### src/rtl/array_gather_if.sv
// Handshake bundle for array_gather: four multi-lane source buses in, one merged bus out.
// The slave modport is the collector's view; master is the surrounding logic's view.
interface array_gather_if #(
  parameter int ARRAY_SIZE = 9,
  parameter int DATA_SIZE  = 16
);
  localparam int W = ARRAY_SIZE * DATA_SIZE;

  logic [W-1:0] i_d_in_1;
  logic [W-1:0] i_d_in_2;
  logic [W-1:0] i_d_in_3;
  logic [W-1:0] i_d_in_4;
  logic [3:0]   i_in_valid;
  logic [3:0]   o_in_ready;
  logic [W-1:0] o_d_out;
  logic [1:0]   o_out_sel;
  logic         o_out_valid;
  logic         i_out_ready;
  logic [15:0]  o_beat_count;

  modport slave (
    input  i_d_in_1, i_d_in_2, i_d_in_3, i_d_in_4, i_in_valid, i_out_ready,
    output o_in_ready, o_d_out, o_out_sel, o_out_valid, o_beat_count
  );

  modport master (
    output i_d_in_1, i_d_in_2, i_d_in_3, i_d_in_4, i_in_valid, i_out_ready,
    input  o_in_ready, o_d_out, o_out_sel, o_out_valid, o_beat_count
  );
endinterface

### src/rtl/array_gather.sv
// Four-to-one round-robin collector: merges four lane buses into one registered
// output beat tagged with its source index, and counts delivered beats.
module array_gather #(
  parameter int ARRAY_SIZE = 9,
  parameter int DATA_SIZE  = 16
) (
  input  logic          i_clk,
  input  logic          i_reset,
  array_gather_if.slave bus
);
  localparam int W = ARRAY_SIZE * DATA_SIZE;

  logic [W-1:0] r_d_out;
  logic [1:0]   r_out_sel;
  logic         r_out_valid;
  logic [1:0]   r_rr_ptr;
  logic [15:0]  r_beat_count;

  logic         w_load;
  logic         w_fire;
  logic [2:0]   w_pick;
  logic         w_found;
  logic [1:0]   w_idx;
  logic [3:0]   w_in_ready;
  logic [W-1:0] w_sel_data;

  // Lowest offset from ptr wins; the loop runs downward so that offset is written last.
  function automatic logic [2:0] rr_pick(input logic [3:0] valid, input logic [1:0] ptr);
    logic [2:0] res;
    logic [1:0] idx;
    res = 3'b000;
    for (int i = 3; i >= 0; i--) begin
      idx = ptr + 2'(i);
      res = valid[idx] ? {1'b1, idx} : res;
    end
    return res;
  endfunction

  assign w_load  = !r_out_valid || bus.i_out_ready;
  assign w_fire  = r_out_valid && bus.i_out_ready;
  assign w_pick  = rr_pick(bus.i_in_valid, r_rr_ptr);
  assign w_found = w_pick[2];
  assign w_idx   = w_pick[1:0];

  // Accept strobe: one-hot grant, suppressed while in reset or stalled.
  always_comb begin
    w_in_ready = 4'b0000;
    if (!i_reset && w_load && w_found) begin
      w_in_ready = 4'b0001 << w_idx;
    end else begin
      w_in_ready = 4'b0000;
    end
  end

  // Source bus selection for the granted index.
  always_comb begin
    w_sel_data = '0;
    case (w_idx)
      2'd0:    w_sel_data = bus.i_d_in_1;
      2'd1:    w_sel_data = bus.i_d_in_2;
      2'd2:    w_sel_data = bus.i_d_in_3;
      2'd3:    w_sel_data = bus.i_d_in_4;
      default: w_sel_data = '0;
    endcase
  end

  // Output register, round-robin pointer and delivered-beat counter.
  always_ff @(posedge i_clk) begin
    if (i_reset) begin
      r_d_out      <= '0;
      r_out_sel    <= 2'd0;
      r_out_valid  <= 1'b0;
      r_rr_ptr     <= 2'd0;
      r_beat_count <= 16'd0;
    end else begin
      if (w_load) begin
        if (w_found) begin
          r_d_out     <= w_sel_data;
          r_out_sel   <= w_idx;
          r_out_valid <= 1'b1;
          r_rr_ptr    <= w_idx + 2'd1;
        end else begin
          r_out_valid <= 1'b0;
        end
      end
      if (w_fire) begin
        r_beat_count <= r_beat_count + 16'd1;
      end
    end
  end

  assign bus.o_in_ready   = w_in_ready;
  assign bus.o_d_out      = r_d_out;
  assign bus.o_out_sel    = r_out_sel;
  assign bus.o_out_valid  = r_out_valid;
  assign bus.o_beat_count = r_beat_count;
endmodule
### src/flat_wrapper.sv
// flat-port wrapper written by rule: the top's interface ports become plain ports
module array_gather_flat 
#(
  parameter int ARRAY_SIZE = 9,
  parameter int DATA_SIZE  = 16
)
  (i_clk, i_reset, bus_i_d_in_1, bus_i_d_in_2, bus_i_d_in_3, bus_i_d_in_4, bus_i_in_valid, bus_i_out_ready, bus_o_in_ready, bus_o_d_out, bus_o_out_sel, bus_o_out_valid, bus_o_beat_count);
  array_gather_if #(.ARRAY_SIZE(ARRAY_SIZE), .DATA_SIZE(DATA_SIZE)) bus_i ();
  input  logic i_clk;
  input  logic i_reset;
  input wire logic [$bits(bus_i.i_d_in_1)-1:0] bus_i_d_in_1;
  input wire logic [$bits(bus_i.i_d_in_2)-1:0] bus_i_d_in_2;
  input wire logic [$bits(bus_i.i_d_in_3)-1:0] bus_i_d_in_3;
  input wire logic [$bits(bus_i.i_d_in_4)-1:0] bus_i_d_in_4;
  input wire logic [$bits(bus_i.i_in_valid)-1:0] bus_i_in_valid;
  input wire logic [$bits(bus_i.i_out_ready)-1:0] bus_i_out_ready;
  output wire logic [$bits(bus_i.o_in_ready)-1:0] bus_o_in_ready;
  output wire logic [$bits(bus_i.o_d_out)-1:0] bus_o_d_out;
  output wire logic [$bits(bus_i.o_out_sel)-1:0] bus_o_out_sel;
  output wire logic [$bits(bus_i.o_out_valid)-1:0] bus_o_out_valid;
  output wire logic [$bits(bus_i.o_beat_count)-1:0] bus_o_beat_count;
  assign bus_i.i_d_in_1 = bus_i_d_in_1;
  assign bus_i.i_d_in_2 = bus_i_d_in_2;
  assign bus_i.i_d_in_3 = bus_i_d_in_3;
  assign bus_i.i_d_in_4 = bus_i_d_in_4;
  assign bus_i.i_in_valid = bus_i_in_valid;
  assign bus_i.i_out_ready = bus_i_out_ready;
  assign bus_o_in_ready = bus_i.o_in_ready;
  assign bus_o_d_out = bus_i.o_d_out;
  assign bus_o_out_sel = bus_i.o_out_sel;
  assign bus_o_out_valid = bus_i.o_out_valid;
  assign bus_o_beat_count = bus_i.o_beat_count;
  array_gather #(.ARRAY_SIZE(ARRAY_SIZE), .DATA_SIZE(DATA_SIZE)) u_core (.i_clk(i_clk), .i_reset(i_reset), .bus(bus_i));
endmodule
### config.mk
export PLATFORM = sky130hd
export DESIGN_NAME = array_gather_flat
export DESIGN_NICKNAME = d
export VERILOG_FILES = /design/src/rtl/array_gather_if.sv /design/src/rtl/array_gather.sv /design/src/flat_wrapper.sv
export SDC_FILE = /design/constraint.sdc
export NUM_CORES = 1
export LEC_CHECK = 0
export CELL_PAD_IN_SITES_DETAIL_PLACEMENT = 0
export CELL_PAD_IN_SITES_GLOBAL_PLACEMENT = 1
export CORE_AREA = 2 2 289 291
export DETAILED_ROUTE_END_ITERATION = 8
export DIE_AREA = 0 0 291 293
export PLACE_DENSITY = 0.6
export SETUP_SLACK_MARGIN = 0.05
export SYNTH_ARGS = -nofsm -noshare
export SYNTH_HDL_FRONTEND = slang
export SYNTH_SLANG_ARGS = --single-unit
### constraint.sdc
create_clock -name i_clk -period 8.22 [get_ports i_clk]
set_clock_uncertainty 0.2 [all_clocks]
set_input_delay 2.055 -clock i_clk [delete_from_list [all_inputs] [get_ports i_clk]]
set_output_delay 2.055 -clock i_clk [all_outputs]
set_load 0.03 [all_outputs]
== Word-level counts from Yosys, hierarchy flattened ==
Index checks and enable logic that the tools add are counted.
Storage, ports and cells
  register bits: 165
  bits in latches: 0
  RAM bits: 0
  memory bits (read-only): 0
  input bits: 583
  output and inout port bits: 167
  memories: 0
Cells by class
  $add $sub $neg: 5
  multipliers: 0
  divide/modulo/power cells: 0
  $lt $le $gt $ge: 4
  equality and inequality tests: 3
  shifts and indexed selects: 1
  multiplexer cells: 15
  bitwise logic cells: 0
  reductions and logical operators: 8
Operators by type and width (number)
  $pmux W144 S4: 1
  $add A16 B1 Y16 const B: 1
  $lt A2 B3 Y1 const B: 4
  $mux W3: 4
  $bmux W1 S2: 4
  $mux W1: 5
  $add A2 B1 Y2 const B: 2
  $add A2 B2 Y2 const B: 2
  $eq A2 B2 Y1 const B: 2
  $mux W4: 1
  $shl A1 B2 Y4 const A: 1
  $logic_and A1 B1 Y1: 3
  $eq A2 B1 Y1 const B: 1
  $logic_not A1 Y1: 2
  $logic_not A2 Y1: 1
  $reduce_and A2 Y1: 1
  $logic_or A1 B1 Y1: 1

== Longest topological paths before layout ==
  depth in word-level cells: 9
  gate-level depth with buffers: 11
  depth with buffers taken out: 8

== Worst setup path before layout ==
No wires, ideal clock.
  kind: input-to-output
  start: input port bus_i_in_valid[1]
  end: output port bus_o_in_ready[2]
  arrival: 3.737 ns
  path slack: 2.228 ns
  cell stages on the path: 9
  path buffers: 3
  cells stage by stage: nand2b_1 -> nor2b_1 -> o221a_2 -> inv_1 -> ha_1 -> buf_2 -> buf_2 -> buf_1 -> and2_1
Between the ends
  longest elaborated chain between the ends: 8
RTL lines
  start: declaration: line flat_wrapper.sv:15  | input wire logic [$bits(bus_i.i_in_valid)-1:0] bus_i_in_valid;
  $bmux W1 S2: line array_gather.sv:34  | res = valid[idx] ? {1'b1, idx} : res;
  $mux W1 (implied by the code): line array_gather.sv:34
  $mux W3 (3 in a row): line array_gather.sv:34
  $mux W3 (*): line array_gather.sv:34
  via u_core.w_pick[0]: line array_gather.sv:21  | logic [2:0] w_pick;
  $shl A1 B2 Y4 (*): line array_gather.sv:49  | w_in_ready = 4'b0001 << w_idx;
  $mux W4 (*): line array_gather.sv:48  | if (!i_reset && w_load && w_found) begin
  end: declaration: line flat_wrapper.sv:17  | output wire logic [$bits(bus_i.o_in_ready)-1:0] bus_o_in_ready;
The timed path passes the listed nets; every way through them passes the cells marked *. The select of a mux whose other input is x is not followed.

== Final worst setup path ==
  start: input port bus_i_in_valid[1]
  end: output port bus_o_in_ready[1]
The elaborated chain is that of the path after synthesis.

==> impl_results.md <==
- Slew Viols, Final: 0
- Via count: 12069
- Layout cell share with drive strength beyond 1: 3.41%
- Setup TNS: 0 ps
- Critical Path End Type: primary output
- Setup Buffers After CTS: 0
- Pin count of the biggest net entering global routing: 145
- DRC Markers: 0
- GPL Wtd Cong: 0.823
- FFs w/ async S/R, synth: 0%
- Num CTS Buffers: 17
- Outcome: finished, final reports clean
- Rel. slew slack: 27.0%
- FILL cells: 8930
- WP data arrival: 4920 ps
- Skew-Pair Late Insertion Delay: 470 ps
- HP Start: u_core.bus.o_out_sel[1]
- Post_cts resized: 0
- Power Total: 3.47 mW
- DRT antenna net count: 0
- Kind of critical path: in2out
- Initial antenna violation count: 3
- DIE AREA: 85300 µm²
- Post-DP HPWL: 45100 µm
- Worst EP required: 5970 ps
- Crit Reg-Reg Endpoint: u_core.bus.o_d_out[48]
- Crit path setup slack, layout: 1040 ps
- Final Hold Viols: 0
- Port bufs: 749
- Synth warn: 0
- Hold path cells: 2
- Maximum clock frequency: 139 MHz
- Pwr/cell area: 182 nW/µm²
- DR WL/cell: 20.9 µm
- Inserted Diodes: 0
- First-pass GRT wire length: 86000 µm
- Reg2Reg Depth: 8
- CTS max path bufs: 2
- Synthesized Nets: 1712
- Final setup viols: 0
- Clk root buf: clkbuf_16
- Initial Util: 12.3%
- LEAKAGE: 6.76 nW
- Mapped Area: 10100 µm²
- Post-synthesis register bit count: 165
- Number of global-route vias before repair: 12652
- RSZ-0062 raised after global routing: false
- Layout Nets: 2364
- Max Cap Viol: 0
- Yosys cell types: 45
- Top FF cell, synth: dfxtp_1
- Fin crit period: 7180 ps
- Dpl ws: 1070 ps
- Chip width: 291 µm
- Crit start category: input port
- Vias per cell: 4.22
- Layout area overhead: 89.6%
- Max VDD drop: 145 µV
- Die height: 293 µm
- H-tree depth: 4
- Worst-path clk slew: 70 ps
- Setup slack, reg-to-reg: 4940 ps
- Row count: 105
- Hold Buf Count CTS: 0
- Number of top-level pins: 750
- Total gr overflow: 0
- Worst-path maximum fanout: 19
- Sequential element share of the synthesized area: 32.9%
- HP Class: reg2reg
- Clock Sinks: 165
- Core area: 81800 µm²
- CTS tree: yes
- Final wirelength: 59800 µm
- Avg Inst Size Synth: 8.93 µm²
- Min-Delay Endpoint: u_core.bus.o_out_sel[1]
- Drt pass-1 iters: 5
- DR iter-0 viols: 529
- Total Routing Usage GR: 13.4%
- Gate Count Post-Synth: 1125
- Tightest Pin Transition: 1090 ps
- Reg2reg start: u_core.r_rr_ptr[1]
- Period Utilization, post-route: 87.3%
- Post-synth EDFFs: 0
==> kinds of logic (layout without fill, tap and decap cells) <==
logic type      after synthesis  after routing  synth area share, %
flops                       165            165                 32.9
simple gates                351            351                 19.6
fa+ha+maj                     4              4                0.498
xor+xnor                     10             10                0.871
mux                         144            144                 14.3
compound gates              314            314                 25.0
buf+inv                     137            802                 6.81
==> stage by stage <==
stage / instances / area, µm² / utilization [%] / hold WS (ps)
after detailed placement: 2828 / 18500 / 22.6 / 253
after global placement: 2828 / 18500 / 22.6 / 245
after CTS: 2860 / 19100 / 23.3 / 264
final: 2860 / 19100 / 23.3 / 261
after floorplan: 1125 / 10100 / - / 301
after global routing: 2860 / 19100 / 23.3 / 285
==> worst max-delay path by stage <==
stage                      startpoint           endpoint  slack (ps)  cells past startpoint
global placement    bus_i_in_valid[1]  bus_o_in_ready[1]        1090                      8
CTS                 bus_i_in_valid[1]  bus_o_in_ready[1]        1050                      8
finish              bus_i_in_valid[1]  bus_o_in_ready[1]        1040                      8
detailed placement  bus_i_in_valid[1]  bus_o_in_ready[1]        1070                      8
global route        bus_i_in_valid[1]  bus_o_in_ready[1]        1000                      8
floorplan           bus_i_in_valid[1]  bus_o_in_ready[2]        2230                      9
==> power breakdown <==
part	internal (mW)	switching, mW	leakage, nW
logic	0.706	0.903	5.10
clock network	0.444	0.419	0.291
registers	0.927	0.0741	1.37
total	2.08	1.40	6.76
==> cell usage in the layout (no fill, tap or decap), types with 3 or more instances in the layout <==
cell	n
clkdlybuf4s50_1	748
ha_4	3
a21oi_1	9
clkbuf_16	17
mux2i_1	144
a311oi_1	144
nor4_1	5
clkinv_4	5
buf_4	12
xnor2_1	6
inv_1	4
o21ai_0	3
and2_1	3
dfxtp_1	165
nand4_1	3
xor2_1	4
nand2_1	9
nand2b_1	146
nor2b_1	5
nor3_1	3
nor2_1	15
a22oi_1	144
buf_12	4
nand3_1	151
==> sequential cells by signal (all words and copies together), names as in the netlist <==
| name | flops |
|---|---|
| u_core.bus.o_beat_count | 16 |
| u_core.r_rr_ptr | 2 |
| u_core.bus.o_d_out | 144 |
| u_core.bus.o_out_valid | 1 |
| u_core.bus.o_out_sel | 2 |
==> per-layer routing <==
metal	part of all wire [%]	GRT usage, %	vias to the layer above
met5	0.038	0	-
met4	3.1	4.97	4
met3	6.4	3.68	70
met2	49	23.2	518
met1	41	15.9	5809
li1	-	-	5668
==> cell usage after synthesis (all sizes together), types with 2 or more instances <==
cell type	number	area share (%)
xor2	4	0.35
nand4	3	0.19
o21ai	3	0.15
or3	2	0.12
a22oi	144	11
ha	4	0.50
mux2i	144	14
a311oi	144	13
nand2	9	0.34
buf	53	3.7
o21bai	2	0.15
and3	2	0.12
dfxtp	165	33
nand3	151	7.5
and2	3	0.19
xnor2	6	0.52
and4	2	0.17
nor2b	5	0.31
clkbuf	79	3.0
nor2	16	0.62
o31ai	2	0.15
nor4	6	0.52
a211oi	2	0.15
nand2b	146	9.1
a21o	2	0.16
or4	2	0.15
nor3	3	0.15
inv	5	0.19
a21oi	10	0.54
==> critical path, stage by stage <==
cell,delay [ps]
clkdlybuf4s50_1,600
nand2b_1,170
a21oi_1,60
o31a_1,360
inv_1,180
ha_4,330
and2_1,400
clkdlybuf4s50_1,750
==> cell type report <==
type	count	area [µm²]	area share (%)
inverters	5	18.8	0.0985
flip-flops and latches	165	3300	17.3
well taps	1070	1340	7.03
clock inverters	13	143	0.748
clock buffers	19	453	2.38
repair buffers	765	7670	40.2
multi-input cells	823	6130	32.2
(Power assumes the default switching activity.)
